**config.mk**
```make
export PLATFORM = sky130hd
export DESIGN_NAME = turn_seq_ctrl_flat
export DESIGN_NICKNAME = d
export VERILOG_FILES = /design/src/rtl/turn_seq_if.sv /design/src/rtl/turn_seq_ctrl.sv /design/src/flat_wrapper.sv
export SDC_FILE = /design/constraint.sdc
export NUM_CORES = 1
export LEC_CHECK = 0
export CORE_MARGIN = 2
export CORE_UTILIZATION = 59
export CTS_BUF_LIST = sky130_fd_sc_hd__clkbuf_8
export CTS_CLUSTER_DIAMETER = 80
export DETAILED_ROUTE_END_ITERATION = 12
export GPL_ROUTABILITY_DRIVEN = 1
export PLACE_DENSITY = 0.8
export SKIP_CTS_REPAIR_TIMING = 1
export SLEW_MARGIN = 20
export SYNTH_ARGS = -nofsm -noshare
export SYNTH_HDL_FRONTEND = slang
export SYNTH_SLANG_ARGS = --single-unit
```
**constraint.sdc**
```tcl
create_clock -name clk -period 3.4 [get_ports clk]
set_clock_uncertainty 0.2 [all_clocks]
set_input_delay 0.34 -clock clk [delete_from_list [all_inputs] [get_ports clk]]
set_output_delay 0.34 -clock clk [all_outputs]
set_load 0.02 [all_outputs]
```
**src/rtl/turn_seq_if.sv**
```systemverilog
// Handshake and tracker bundle between the navigation FSM / tracker sampler
// and the turn sequencer.
interface turn_seq_if #(
    parameter int SENSORS = 3,
    parameter int CNT_W   = 2
);
    logic               start;
    logic               dir;
    logic [CNT_W-1:0]   count;
    logic               abort;
    logic [SENSORS-1:0] detect;
    logic               busy;
    logic               turn_dir;
    logic               done;
    logic               error;
    logic [CNT_W-1:0]   crossings;

    modport master (
        output start, dir, count, abort, detect,
        input  busy, turn_dir, done, error, crossings
    );

    modport slave (
        input  start, dir, count, abort, detect,
        output busy, turn_dir, done, error, crossings
    );
endinterface

```
**src/rtl/turn_seq_ctrl.sv**
```systemverilog
// Turn sequencer: counts debounced line crossings during a left/right turn,
// pulses done after the requested count, flags a sticky error on timeout.
module turn_seq_ctrl #(
    parameter int SENSORS  = 3,
    parameter int CNT_W    = 2,
    parameter int DEBOUNCE = 2,
    parameter int TIMEOUT  = 50000,
    parameter int TO_W     = 16
) (
    input logic      clk,
    input logic      rst_n,
    turn_seq_if.slave bus
);
    localparam int RUN_W = $clog2(DEBOUNCE + 1);
    localparam logic [RUN_W-1:0] RUN_MAX = RUN_W'(DEBOUNCE);
    localparam logic [CNT_W-1:0] CNT_MAX = '1;
    localparam logic [TO_W-1:0]  TO_LAST = TO_W'(TIMEOUT - 1);

    localparam logic [1:0] S_IDLE  = 2'd0;
    localparam logic [1:0] S_LEAVE = 2'd1;
    localparam logic [1:0] S_SEEK  = 2'd2;
    localparam logic [1:0] S_DONE  = 2'd3;

    logic [1:0]       state_q, state_d;
    logic             dir_q, dir_d;
    logic [CNT_W-1:0] target_q, target_d;
    logic [CNT_W-1:0] cross_q, cross_d;
    logic             err_q, err_d;
    logic             armed_q, armed_d;
    logic [TO_W-1:0]  timer_q, timer_d;
    logic [RUN_W-1:0] on_run_q, on_run_d;
    logic [RUN_W-1:0] off_run_q, off_run_d;

    logic             all_on;
    logic             on_hit;
    logic             off_hit;
    logic             complete;
    logic [CNT_W-1:0] cross_inc;

    assign all_on = (bus.detect == {SENSORS{1'b1}});

    // NOTE: every always_comb output gets a default first so no path can infer a latch.
    always_comb begin
        on_run_d  = '0;
        off_run_d = '0;
        if (all_on) begin
            on_run_d = (on_run_q == RUN_MAX) ? on_run_q : on_run_q + 1'b1;
        end else begin
            off_run_d = (off_run_q == RUN_MAX) ? off_run_q : off_run_q + 1'b1;
        end
    end

    assign on_hit    = (on_run_d == RUN_MAX);
    assign off_hit   = (off_run_d == RUN_MAX);
    assign cross_inc = (cross_q == CNT_MAX) ? cross_q : cross_q + 1'b1;

    always_comb begin
        state_d  = state_q;
        dir_d    = dir_q;
        target_d = target_q;
        cross_d  = cross_q;
        err_d    = err_q;
        armed_d  = armed_q;
        timer_d  = timer_q;
        complete = 1'b0;

        case (state_q)
            S_IDLE: begin
                if (bus.start) begin
                    dir_d    = bus.dir;
                    target_d = (bus.count == '0) ? CNT_W'(1) : bus.count;
                    cross_d  = '0;
                    timer_d  = '0;
                    err_d    = 1'b0;
                    armed_d  = 1'b0;
                    state_d  = S_LEAVE;
                end
            end
            S_LEAVE, S_SEEK: begin
                // Abort outranks completion, which outranks timeout.
                if (bus.abort) begin
                    state_d = S_IDLE;
                end else begin
                    timer_d = timer_q + 1'b1;
                    if (state_q == S_LEAVE) begin
                        if (off_hit) begin
                            state_d = S_SEEK;
                            armed_d = 1'b1;
                        end
                    end else if (armed_q && on_hit) begin
                        cross_d  = cross_inc;
                        armed_d  = 1'b0;
                        complete = (cross_inc >= target_q);
                    end else if (off_hit) begin
                        armed_d = 1'b1;
                    end

                    if (complete) begin
                        state_d = S_DONE;
                    end else if (timer_d == TO_LAST) begin
                        err_d   = 1'b1;
                        state_d = S_IDLE;
                    end
                end
            end
            default: state_d = S_IDLE;
        endcase
    end

    // NOTE: state registers use non-blocking assignments; next-state logic above is blocking.
    always_ff @(posedge clk or negedge rst_n) begin
        if (!rst_n) begin
            state_q   <= S_IDLE;
            dir_q     <= 1'b0;
            target_q  <= '0;
            cross_q   <= '0;
            err_q     <= 1'b0;
            armed_q   <= 1'b0;
            timer_q   <= '0;
            on_run_q  <= '0;
            off_run_q <= '0;
        end else begin
            state_q   <= state_d;
            dir_q     <= dir_d;
            target_q  <= target_d;
            cross_q   <= cross_d;
            err_q     <= err_d;
            armed_q   <= armed_d;
            timer_q   <= timer_d;
            on_run_q  <= on_run_d;
            off_run_q <= off_run_d;
        end
    end

    assign bus.busy      = (state_q != S_IDLE);
    assign bus.done      = (state_q == S_DONE);
    assign bus.turn_dir  = dir_q;
    assign bus.error     = err_q;
    assign bus.crossings = cross_q;
endmodule

```
**src/flat_wrapper.sv**
```systemverilog
// flat-port wrapper written by rule: the top's interface ports become plain ports
module turn_seq_ctrl_flat 
#(
    parameter int SENSORS  = 3,
    parameter int CNT_W    = 2,
    parameter int DEBOUNCE = 2,
    parameter int TIMEOUT  = 50000,
    parameter int TO_W     = 16
)
  (clk, rst_n, bus_start, bus_dir, bus_count, bus_abort, bus_detect, bus_busy, bus_turn_dir, bus_done, bus_error, bus_crossings);
  turn_seq_if #(.SENSORS(SENSORS), .CNT_W(CNT_W)) bus_i ();
  input logic clk;
  input logic rst_n;
  input wire logic [$bits(bus_i.start)-1:0] bus_start;
  input wire logic [$bits(bus_i.dir)-1:0] bus_dir;
  input wire logic [$bits(bus_i.count)-1:0] bus_count;
  input wire logic [$bits(bus_i.abort)-1:0] bus_abort;
  input wire logic [$bits(bus_i.detect)-1:0] bus_detect;
  output wire logic [$bits(bus_i.busy)-1:0] bus_busy;
  output wire logic [$bits(bus_i.turn_dir)-1:0] bus_turn_dir;
  output wire logic [$bits(bus_i.done)-1:0] bus_done;
  output wire logic [$bits(bus_i.error)-1:0] bus_error;
  output wire logic [$bits(bus_i.crossings)-1:0] bus_crossings;
  assign bus_i.start = bus_start;
  assign bus_i.dir = bus_dir;
  assign bus_i.count = bus_count;
  assign bus_i.abort = bus_abort;
  assign bus_i.detect = bus_detect;
  assign bus_busy = bus_i.busy;
  assign bus_turn_dir = bus_i.turn_dir;
  assign bus_done = bus_i.done;
  assign bus_error = bus_i.error;
  assign bus_crossings = bus_i.crossings;
  turn_seq_ctrl #(.SENSORS(SENSORS), .CNT_W(CNT_W), .DEBOUNCE(DEBOUNCE), .TIMEOUT(TIMEOUT), .TO_W(TO_W)) u_core (.clk(clk), .rst_n(rst_n), .bus(bus_i));
endmodule
```
==> results.txt <==
Rows - 20
actual slew at the worst max-slew pin - 0.735 ns
Critical Path RT - 3.41 ns
leading area contributor after synthesis - dfrtp_1
global-route wire length before repair - 6.68 mm
CP arrival - 2.70 ns
sw power - 596 uW
synth warn - 0
Mapped Area - 1820 um2
number of synthesized flops with an enable pin - 0
IO Port Bufs - 15
Layout Utilization - 68.9%
Final Hold Vio Count - 0
syn avg cell area - 9.01 um2
ranking of synthesized cells by area - dfrtp_1, ha_1, o21ai_0
slowest stage delay, CP - 0.55 ns
Sink Count - 29
drt wl/cell - 15.9 um
die width - 59.5 um
Max Fanout on Critical Path - 11
Worst-path clk slew - 0.06 ns
gr usage total - 25.4%
Crit path max-delay family - simple AND/OR/NAND/NOR gates
Layout Nets - 235
synthesis-to-finish area growth - 13.7%
initial antenna violation count - 0
Post-Syn Instances - 202
Worst path slowest cell - nor2_1
Initial Util - 60.6%
Avg Vias per Cell - 6.24
most frequent cells in the layout - dfrtp_1, nand2_1, o21ai_0
status - completed
Yosys reg bits - 29
layout cell share with drive strength beyond 1 - 10.6%
Unique masters post-synth - 46
share of the synthesized area in the top cell type - 39.9%
grt met2 use - 39.4%
Leak Pwr - 0.881 nW
Switching Fraction - 42.8%
Critical Path Start Type - flop
FMAX - 371 MHz
Seq pwr share - 33.3%
busiest grt layer - met2
Main synth FF type - dfrtp_1
GRT overflow - 0
Pwr Density - 674 nW/um2
routing usage on met1 - 32.8%
Clock Tree Buf Depth - 2
via count - 1553
Mapped Nets - 221
asr flop ratio synth - 100%
ant diodes - 0
Max-Cap Viols - 0
period utilization - 79.4%
CTS tree - yes
Die Span Y - 59.5 um
CP Class - flop to flop
final-report max-slew violation count - 0
critical-path cell list - inv_1 -> ha_1 -> nor2b_1 -> or2_2 -> a21o_1 -> nor2_1 -> a21oi_1 -> o22ai_1
post-DP HPWL - 2.84 mm
gp weighted congestion - 0.881
Die Area - 3540 um2
Pre-antenna DRT Iters - 4
cts bufs inserted - 5
CTS HTree Levels - 2
Skew-Pair Late Insertion Delay - 0.28 ns
clock network fraction of total power - 20.5%
pin count of the biggest net entering global routing - 30
Internal - 797 uW
Setup TNS Final - 0 ns
total wire length - 3.96 mm
Final Setup Violations - 0
Antenna Violating Nets Remaining - 0
met3 Usage GRT - 7.64%
vias in the first global route - 1497
io pins - 16
Worst Path Buf+Inv - 1
Iteration-0 DRC Markers - 102
CP endpoint kind - flop
Peak VDD IR - 0.537 mV
Tmin final - 2.70 ns
clk root buf - clkbuf_8
fill count - 223
Hold WC Path Type - input pin to asynchronous set/reset pin
most common cell after layout, fill and taps aside - dfrtp_1
unrepaired setup endpoints after global routing - no
CORE AREA - 3000 um2
Comb pwr share - 46.2%
# DRC - 0
Seq/Total Area, Yosys - 39.9%
worst rel slew slack - 51.0%
[synth_stat cells (all sizes together), types with 3 or more instances]
cell type,n
a21oi,6
a22o,3
and4,3
buf,3
clkbuf,7
dfrtp,29
ha,9
inv,12
nand2,25
nand2b,4
nand3,10
nand4,5
nor2,11
nor2b,5
nor3,4
o21ai,22
or2,4
xnor2,5
xor2,5
[kinds of logic after synthesis]
| group | after synthesis | share of synthesized area [%] |
|---|---|---|
| compound gates | 46 | 16.9 |
| xor+xnor | 10 | 4.81 |
| fa+ha+maj | 9 | 6.19 |
| buf+inv | 22 | 4.88 |
| flops | 29 | 39.9 |
| mux | 4 | 2.34 |
| simple gates | 82 | 25.0 |
[path summary, 6_finish.rpt]
path                                    start            endpoint  slack, ns  cells after the start
min in group clk           u_core.target_q[0]  u_core.target_q[0]       0.30                      2
max                         u_core.state_q[1]   u_core.timer_q[9]       0.70                      8
min reg2reg                u_core.target_q[0]  u_core.target_q[0]       0.30                      2
min                                     rst_n   u_core.timer_q[7]       0.24                      2
max in group asynchronous               rst_n      u_core.armed_q       2.48                      2
max reg2reg                 u_core.state_q[1]   u_core.timer_q[9]       0.70                      8
[state kept, by name, summed over array words and instances (netlist names)]
signal	cells
u_core.timer_q	16
u_core.bus.turn_dir	1
u_core.on_run_q	2
u_core.bus.crossings	2
u_core.target_q	2
u_core.state_q	2
u_core.bus.error	1
u_core.off_run_q	2
u_core.armed_q	1
[stage by stage]
step | cell area, um2 | total power, mW | cells | hold WS [ns] | setup slack, ns
final | 2070 | 1.39 | 249 | 0.236 | 0.702
after global routing | 2070 | 1.49 | 249 | 0.280 | 0.546
after CTS | 2070 | 1.39 | 249 | 0.249 | 0.716
after detailed placement | 1980 | 1.10 | 242 | 0.298 | 0.659
after global placement | 1980 | 1.07 | 242 | 0.284 | 0.834
after floorplan | 1820 | 0.910 | 202 | -0.156 | 1.00
[power groups by stage]
stage | logic (mW) | clock network [mW] | registers (mW)
floorplan | 0.456 | 0 | 0.454
finish | 0.644 | 0.286 | 0.464
detailed placement | 0.633 | 0 | 0.468
global route | 0.709 | 0.304 | 0.474
CTS | 0.636 | 0.292 | 0.463
global placement | 0.604 | 0 | 0.465
[final cells by class]
class / count / area, um2 / area share (%)
sequential: 29 / 726 / 35.1
inverter: 12 / 45.0 / 2.18
tap: 33 / 41.3 / 2.00
timing repair buffer: 17 / 165 / 7.99
clock inverter: 1 / 3.75 / 0.181
clock buffer: 6 / 82.6 / 3.99
multi-input combinational: 151 / 1000 / 48.6
[layer usage]
layer	wire length, um	up-vias
met5	0	-
met4	80	0
met3	252	11
met2	1910	66
met1	1720	739
li1	-	737
Power figures use the tool's default switching activity.
